--- config.mk ---
export PLATFORM = sky130hd
export DESIGN_NAME = options_serializer_flat
export DESIGN_NICKNAME = d
export VERILOG_FILES = /design/src/rtl/options_serializer_if.sv /design/src/rtl/options_serializer.sv /design/src/flat_wrapper.sv
export SDC_FILE = /design/constraint.sdc
export NUM_CORES = 1
export LEC_CHECK = 0
export ABC_AREA = 1
export ABC_CLOCK_PERIOD_IN_PS = 4200
export BUFFER_PORTS_ARGS = -buffer_cell sky130_fd_sc_hd__buf_2
export CORE_UTILIZATION = 58
export DETAILED_ROUTE_END_ITERATION = 12
export HOLD_SLACK_MARGIN = 0.12
export PLACE_DENSITY = 0.86
export SYNTH_ARGS = -nofsm -noshare
export SYNTH_HDL_FRONTEND = slang
export SYNTH_SLANG_ARGS = --single-unit
--- constraint.sdc ---
create_clock -name clk -period 4.2 [get_ports clk]
set_input_delay 0.84 -clock clk [delete_from_list [all_inputs] [get_ports clk]]
set_output_delay 0.84 -clock clk [all_outputs]
set_load 0.02 [all_outputs]
--- src/rtl/options_serializer_if.sv ---
// options_serializer_if: request and byte-stream signals between the option builder and the serializer.
interface options_serializer_if;
  logic        req_valid;
  logic        req_ready;
  logic        has_start;
  logic        has_info;
  logic        has_data;
  logic        has_end;
  logic [7:0]  info_contents;
  logic [2:0]  data_len;
  logic [39:0] data_contents;
  logic        out_valid;
  logic        out_ready;
  logic [7:0]  out_data;
  logic [2:0]  out_type;
  logic [3:0]  out_pos;
  logic        out_last;
  logic        done;
  logic        is_empty;
  logic        has_error;
  modport master (
    output req_valid, has_start, has_info, has_data, has_end,
           info_contents, data_len, data_contents, out_ready,
    input  req_ready, out_valid, out_data, out_type, out_pos, out_last,
           done, is_empty, has_error
  );
  modport slave (
    input  req_valid, has_start, has_info, has_data, has_end,
           info_contents, data_len, data_contents, out_ready,
    output req_ready, out_valid, out_data, out_type, out_pos, out_last,
           done, is_empty, has_error
  );
endinterface

--- src/rtl/options_serializer.sv ---
// options_serializer: emits one registered option request as a byte stream
// (START, INFO, INFOCONTENTS, DATA, DATALEN, DATACONTENTS..., ENDOPTION).
module options_serializer #(
  parameter logic [7:0] START_CODE = 8'hA0,
  parameter logic [7:0] INFO_CODE  = 8'hB0,
  parameter logic [7:0] DATA_CODE  = 8'hC0,
  parameter logic [7:0] END_CODE   = 8'hFF,
  parameter int         MAX_DATA   = 5
) (
  input logic clk,
  input logic rst_n,
  options_serializer_if.slave bus
);
  typedef enum logic [3:0] {
    S_READY, S_START, S_INFO, S_INFOC, S_DATA, S_DLEN, S_DCONT, S_END, S_DONE
  } state_t;
  state_t      state, nxt, after_xfer;
  logic        f_info, f_data, f_end;
  logic [7:0]  info_r;
  logic [2:0]  len_r, idx;
  logic [39:0] cont_r;
  logic [3:0]  pos;
  logic        empty_r, err_r;
  logic        accept, in_err, in_empty, xfer, valid, last;
  logic [7:0]  data;
  logic [2:0]  otype;
  function automatic state_t first_of(logic s, logic i, logic d, logic e);
    return s ? S_START : i ? S_INFO : d ? S_DATA : e ? S_END : S_DONE;
  endfunction
  always_comb begin
    accept   = bus.req_valid && state == S_READY;
    in_err   = bus.has_data && 32'(bus.data_len) > MAX_DATA;
    in_empty = !(bus.has_start || bus.has_info || bus.has_data || bus.has_end);
    valid    = !(state inside {S_READY, S_DONE});
    xfer     = valid && bus.out_ready;
    case (state)
      S_START: after_xfer = first_of(1'b0, f_info, f_data, f_end);
      S_INFO:  after_xfer = S_INFOC;
      S_INFOC: after_xfer = first_of(1'b0, 1'b0, f_data, f_end);
      S_DATA:  after_xfer = S_DLEN;
      S_DLEN:  after_xfer = len_r != 3'd0 ? S_DCONT : (f_end ? S_END : S_DONE);
      S_DCONT: after_xfer = idx == len_r - 3'd1 ? (f_end ? S_END : S_DONE) : S_DCONT;
      default: after_xfer = S_DONE;
    endcase
    // The final byte of a frame is whichever byte would lead straight to DONE.
    last = valid && after_xfer == S_DONE;
    nxt = state;
    if (accept)
      nxt = (in_err || in_empty) ? S_DONE
          : first_of(bus.has_start, bus.has_info, bus.has_data, bus.has_end);
    else if (state == S_DONE)
      nxt = S_READY;
    else if (xfer)
      nxt = after_xfer;
    case (state)
      S_START: begin data = START_CODE;           otype = 3'd0; end
      S_INFO:  begin data = INFO_CODE;            otype = 3'd2; end
      S_INFOC: begin data = info_r;               otype = 3'd3; end
      S_DATA:  begin data = DATA_CODE;            otype = 3'd4; end
      S_DLEN:  begin data = {5'b0, len_r};        otype = 3'd5; end
      S_DCONT: begin data = cont_r[{idx, 3'b000} +: 8]; otype = 3'd6; end
      S_END:   begin data = END_CODE;             otype = 3'd1; end
      default: begin data = 8'h00;                otype = 3'd0; end
    endcase
  end
  always_ff @(posedge clk or negedge rst_n) begin
    if (!rst_n) begin
      state   <= S_READY;
      f_info  <= 1'b0;
      f_data  <= 1'b0;
      f_end   <= 1'b0;
      info_r  <= 8'h00;
      len_r   <= 3'd0;
      cont_r  <= '0;
      idx     <= 3'd0;
      pos     <= 4'd0;
      empty_r <= 1'b0;
      err_r   <= 1'b0;
    end else begin
      state <= nxt;
      if (accept) begin
        f_info  <= bus.has_info;
        f_data  <= bus.has_data;
        f_end   <= bus.has_end;
        info_r  <= bus.info_contents;
        len_r   <= bus.data_len;
        cont_r  <= bus.data_contents;
        idx     <= 3'd0;
        pos     <= 4'd0;
        empty_r <= in_empty;
        err_r   <= in_err;
      end else if (xfer) begin
        pos <= pos + 4'd1;
        if (state == S_DCONT) idx <= idx + 3'd1;
      end
    end
  end
  assign bus.req_ready = state == S_READY;
  assign bus.out_valid = valid;
  assign bus.out_data  = valid ? data : 8'h00;
  assign bus.out_type  = valid ? otype : 3'd0;
  assign bus.out_pos   = valid ? pos : 4'd0;
  assign bus.out_last  = last;
  assign bus.done      = state == S_DONE;
  assign bus.is_empty  = state == S_DONE && empty_r;
  assign bus.has_error = state == S_DONE && err_r;
endmodule

--- src/flat_wrapper.sv ---
// flat-port wrapper written by rule: the top's interface ports become plain ports
module options_serializer_flat 
#(
  parameter logic [7:0] START_CODE = 8'hA0,
  parameter logic [7:0] INFO_CODE  = 8'hB0,
  parameter logic [7:0] DATA_CODE  = 8'hC0,
  parameter logic [7:0] END_CODE   = 8'hFF,
  parameter int         MAX_DATA   = 5
)
  (clk, rst_n, bus_req_valid, bus_has_start, bus_has_info, bus_has_data, bus_has_end, bus_info_contents, bus_data_len, bus_data_contents, bus_out_ready, bus_req_ready, bus_out_valid, bus_out_data, bus_out_type, bus_out_pos, bus_out_last, bus_done, bus_is_empty, bus_has_error);
  options_serializer_if bus_i ();
  input logic clk;
  input logic rst_n;
  input wire logic [$bits(bus_i.req_valid)-1:0] bus_req_valid;
  input wire logic [$bits(bus_i.has_start)-1:0] bus_has_start;
  input wire logic [$bits(bus_i.has_info)-1:0] bus_has_info;
  input wire logic [$bits(bus_i.has_data)-1:0] bus_has_data;
  input wire logic [$bits(bus_i.has_end)-1:0] bus_has_end;
  input wire logic [$bits(bus_i.info_contents)-1:0] bus_info_contents;
  input wire logic [$bits(bus_i.data_len)-1:0] bus_data_len;
  input wire logic [$bits(bus_i.data_contents)-1:0] bus_data_contents;
  input wire logic [$bits(bus_i.out_ready)-1:0] bus_out_ready;
  output wire logic [$bits(bus_i.req_ready)-1:0] bus_req_ready;
  output wire logic [$bits(bus_i.out_valid)-1:0] bus_out_valid;
  output wire logic [$bits(bus_i.out_data)-1:0] bus_out_data;
  output wire logic [$bits(bus_i.out_type)-1:0] bus_out_type;
  output wire logic [$bits(bus_i.out_pos)-1:0] bus_out_pos;
  output wire logic [$bits(bus_i.out_last)-1:0] bus_out_last;
  output wire logic [$bits(bus_i.done)-1:0] bus_done;
  output wire logic [$bits(bus_i.is_empty)-1:0] bus_is_empty;
  output wire logic [$bits(bus_i.has_error)-1:0] bus_has_error;
  assign bus_i.req_valid = bus_req_valid;
  assign bus_i.has_start = bus_has_start;
  assign bus_i.has_info = bus_has_info;
  assign bus_i.has_data = bus_has_data;
  assign bus_i.has_end = bus_has_end;
  assign bus_i.info_contents = bus_info_contents;
  assign bus_i.data_len = bus_data_len;
  assign bus_i.data_contents = bus_data_contents;
  assign bus_i.out_ready = bus_out_ready;
  assign bus_req_ready = bus_i.req_ready;
  assign bus_out_valid = bus_i.out_valid;
  assign bus_out_data = bus_i.out_data;
  assign bus_out_type = bus_i.out_type;
  assign bus_out_pos = bus_i.out_pos;
  assign bus_out_last = bus_i.out_last;
  assign bus_done = bus_i.done;
  assign bus_is_empty = bus_i.is_empty;
  assign bus_has_error = bus_i.has_error;
  options_serializer #(.START_CODE(START_CODE), .INFO_CODE(INFO_CODE), .DATA_CODE(DATA_CODE), .END_CODE(END_CODE), .MAX_DATA(MAX_DATA)) u_core (.clk(clk), .rst_n(rst_n), .bus(bus_i));
endmodule
Word-level counts from Yosys, hierarchy flattened
Cells that the tools add are included.

Memories: 0. Latch bits: 0. Logic and storage cells: 69. Output and inout bits: 21. Memory bits (writable): 0. Memory bits (read-only): 0. Bits in registers: 67. Bits of input ports: 59.

Equality and inequality tests: 10. $lt $le $gt $ge: 1. Multiplexer cells: 24. Multipliers: 0. Bitwise gates (word level): 0. Add/subtract/negate cells: 3. Div/mod/pow operators: 0. Shift operators: 1. Reductions and logical operators: 19.

Operator list (number): $mux W4 (16); $pmux W8 S7 (1); $shiftx A40 B7 Y8 (1); $pmux W4 S6 (1); $pmux W3 S6 (1); $eq A4 B3 Y1 const B (4); $mux W3 (4); $eq A4 B2 Y1 const B (2); $eq A4 B4 Y1 const B (2); $mux W8 (1); $logic_and A1 B1 Y1 (6); $reduce_bool A2 Y1 (3); $reduce_bool A3 Y1 (2); $add A4 B1 Y4 const B (1); $eq A4 B1 Y1 const B (1); $logic_not A4 Y1 (1); $logic_or A1 B1 Y1 (4); $add A3 B1 Y3 const B (1); $eq A3 B3 Y1 (1); $gt A3 B3 Y1 const B (1); $sub A3 B1 Y3 const B (1); $logic_not A1 Y1 (2); $reduce_and A2 Y1 (1).

Depth between registers and ports, before layout
Depth in word-level cells: 7. Gate-level depth with buffers: 12.

Least setup slack after synthesis
OpenSTA, ideal clock, no wires.

Kind: register -> output. Start point: register u_core.idx[1]. End point: output port bus_out_data[0]. Path buffers: 1. Arrival: 1.566 ns. Cell stages (with the launch flop): 5. Data required time: 3.360 ns. Setup slack: 1.794 ns. Path through: dfrtp_1 -> clkbuf_1 -> nor2_1 -> a21oi_1 -> o31ai_1.

Word-level cells in the longest chain between the ends: 3.

Ends and longest elaborated chain: from (decl) (RTL line options_serializer.sv:20) `logic [2:0] len_r, idx;`; from (signal assigned) (RTL line options_serializer.sv:94) `if (state == S_DCONT) idx <= idx + 3'd1;`; $shiftx A40 B7 Y8 (RTL line options_serializer.sv:61) `S_DCONT: begin data = cont_r[{idx, 3'b000} +: 8]; otype = 3'd6; end`; $pmux W8 S7 (RTL line options_serializer.sv:55) `case (state)`; $mux W8 (RTL line options_serializer.sv:100) `assign bus.out_data = valid ? data : 8'h00;`; to (decl) (RTL line flat_wrapper.sv:25) `output wire logic [$bits(bus_i.out_data)-1:0] bus_out_data;`.

Every way passes these cells.

Worst setup path after layout
Start point: register u_core.idx[0]. End point: output port bus_out_data[6].

The elaborated chain is that of the path after synthesis.

==> reports/results.txt <==
Synth Flop Type: dfrtp_1
Seq/Total Area, Yosys: 46.7%
Yosys top cell area share: 46.7%
Post-Syn Instances: 488
Crit Path Category: register to output port
Site row count: 28
Net Sw Power: 1.46 mW
WP data arrival: 2.52 ns
Setup Skew: 0.00605 ns
Mapped Nets: 551
Clock share of power: 15.5%
Area grow syn2layout: 15.8%
Share of post-route cells with drive strength above 1: 20.0%
R2r endpoint: u_core.len_r[2]
Max incr delay on CP: 0.67 ns
Met3 WL post-DR: 620 um
Post-CTS Resized: 0
Average wire per standard cell: 14.0 um
Switch share: 46.6%
Clock buffer depth: 2
DR vias/cell: 5.43
Worst-path maximum fanout: 20
# IOs: 80
Core box area: 5960 um^2
Slew HR: 41.4%
Hold Crit Start: u_core.cont_r[38]
Post-Syn Area: 3590 um^2
Average cell area after synthesis: 7.35 um^2
Worst-margin pin slew: 0.878 ns
# setup viols final: 0
GPL Wtd Cong: 0.902
Reg power frac: 38.3%
Leak Pwr: 2.33 nW
Vias: 3,472
Layout net count: 623
Post-cts hold buffer count: 0
Fmax: 298 MHz
H-Tree Depth: 3
Register-to-Register Path Depth: 6
Root Buffer: clkbuf_8
Multiplexer share of the synthesized area: 0%
Cell family with most CP delay: buffers and inverters
Largest net degree at the start of global routing: 64
Initial antenna violation count: 0
DIE WIDTH: 80.6 um
Worst Slack Setup Final: 0.842 ns
Crit start category: register
Tmin final: 3.36 ns
DR DRC count: 0
Reg clk slew, reported paths: 0.07 ns
R2r setup slk: 1.81 ns
Synth Area in Compound Gates: 10.9%
Pint: 1.67 mW
Hold Crit Depth: 2
Synth Area in XOR/XNOR: 0.244%
Final Util: 69.8%
WP depth: 6
Crit. End Element: output port
Detailed Route Iter0 Violations: 389
Comb pwr share: 46.1%
Synthesized flop and latch total: 67
Gr usage total: 30.6%
Crit-path cells: clkinv_1 -> o21ai_0 -> o22ai_1 -> o21ai_0 -> nand4_1 -> buf_2
Clock tree sinks: 67
Fill count: 524
Final TNS setup: 0 ns
TritonCTS clock tree: done
Hold Path Class: register to register
Final wirelength: 8.96 mm
# port buffers: 79
Critical R2R Launch: u_core.state[3]
Post-route antenna net violation count: 0
Uppermost layer routed: met4
Global-route wire length before repair: 14.8 mm
Synth Area in Adders: 1.40%
Pwr Density: 754 nW/um^2
Max Cap Viol: 0
Worst path buffer plus inverter count: 2
Initial Utilization: 60.2%
Metal2 WL: 4.27 mm
Post-synth EDFFs: 0
Die ar.: 6500 um^2
Post-Synth Simple-Gate Area: 33.8%
Overall power: 3.13 mW
RSZ-0062 raised after global routing: no
Number of global-route vias before repair: 3,255
Yosys warns: 0
Synth area leader: dfrtp_1
Top cell by count, worst path: o21ai_0
Async S/R FF share, synth: 100%
Pre-CTS WS: 1.27 ns
Outcome: finished, final reports clean
Netlist cell types: 32
Main area contributors after synthesis: dfrtp_1, nand2_1, nor2_1, o21ai_0, inv_1
Non-Filler Instances: 639
WL met1: 3.86 mm
Clk_lat worst skew: 0.35 ns
CTS Buf Count: 9
Crit-path slowest cell: dfrtp_1
Final Cycle Share: 80.0%
Detailed placement HPWL: 6.59 mm
VDD IR max: 0.000359 V
Diodes inserted: 0
Die Y: 80.6 um
Worst Hold Endpoint: u_core.cont_r[38]
Total overflow reported by the global router: 0
First drt pass iteration count: 5
Final Hold Viols: 0
Main combinational cell family by area after synthesis: simple AND/OR/NAND/NOR gates
Postcts setup bufs: 0
Inst Count DP: 624
Req. time, crit path: 3.36 ns
Slew Viols, Final: 0
-- Yosys cell counts, types with 5 or more instances --
| cell | instances |
|---|---|
| a21oi_1 | 18 |
| buf_2 | 8 |
| buf_4 | 5 |
| clkbuf_1 | 5 |
| dfrtp_1 | 67 |
| inv_1 | 28 |
| inv_2 | 6 |
| nand2_1 | 204 |
| nand3_1 | 16 |
| nand4_1 | 7 |
| nor2_1 | 50 |
| o21ai_0 | 36 |
-- logic make-up after synthesis --
| family | count (synthesis) |
|---|---|
| flops | 67 |
| xor+xnor | 1 |
| buf+inv | 55 |
| simple gates | 291 |
| compound gates | 70 |
| fa+ha+maj | 4 |
-- layout make-up --
cell class | instances | area (um^2) | share of cell area [%]
multi-input cells | 366 | 1660 | 40.0
clock buffers | 12 | 155 | 3.73
clock inverters | 3 | 23.8 | 0.572
well taps | 75 | 93.8 | 2.26
inverters | 36 | 140 | 3.37
flip-flops and latches | 67 | 1680 | 40.3
repair buffers | 80 | 403 | 9.70
-- worst register-to-register path, delay by kind of cell, from the launching register on --
family	cells	cell delay (ns)
AO/OA/AOI/OAI	1	0.19
buffers and inverters	2	0.97
flip-flops	1	0.44
AND/OR/NAND/NOR	3	0.63
-- flip-flops by register name (all words and copies together) (netlist names) --
signal          cells
u_core.cont_r      40
u_core.f_end        1
u_core.state        4
u_core.f_info       1
u_core.err_r        1
u_core.pos          4
u_core.idx          3
u_core.f_data       1
u_core.empty_r      1
u_core.len_r        3
u_core.info_r       8
-- layer usage --
layer  vias to the layer above  global-route usage (%)
met4                         0                    10.9
met5                         -                       0
li1                       1691                       -
met3                        20                    8.86
met1                      1613                    41.1
met2                       148                    46.9
-- power groups by stage --
stage          sequential (mW)  combinational, mW  clock, mW
2_1_floorplan             1.08               1.14          0
3_3_place_gp              1.19               1.37          0
3_5_place_dp              1.20               1.44          0
4_1_cts                   1.19               1.44      0.494
5_1_grt                   1.23               1.64      0.526
6_report                  1.20               1.45      0.487
-- how the worst max path moves through the flow --
stage | startpoint | to
3_3_place_gp | u_core.idx[0] | bus_out_data[7]
3_5_place_dp | u_core.idx[0] | bus_out_data[6]
5_1_grt | u_core.idx[0] | bus_out_data[5]
2_1_floorplan | u_core.idx[1] | bus_out_data[0]
4_1_cts | u_core.idx[0] | bus_out_data[6]
6_report | u_core.idx[0] | bus_out_data[6]
-- through the flow --
stage / instance area [um^2] / hold WS (ns)
after global routing: 4160 / 0.499
after detailed placement: 3980 / 0.465
after CTS: 4160 / 0.486
after global placement: 3980 / 0.465
final: 4160 / 0.480
after floorplan: 3590 / 0.444
-- placed cells by master (no fill, tap or decap), types with 6 or more instances in the layout --
| master | netlist | routed |
|---|---|---|
| clkbuf_8 | 0 | 11 |
| inv_1 | 28 | 28 |
| a21oi_1 | 18 | 18 |
| o21ai_0 | 36 | 36 |
| nand4_1 | 7 | 7 |
| inv_2 | 6 | 6 |
| nor2_1 | 50 | 50 |
| dfrtp_1 | 67 | 67 |
| buf_2 | 8 | 79 |
| nand2_1 | 204 | 204 |
| nand3_1 | 16 | 16 |
Power figures use the tool's default switching activity.
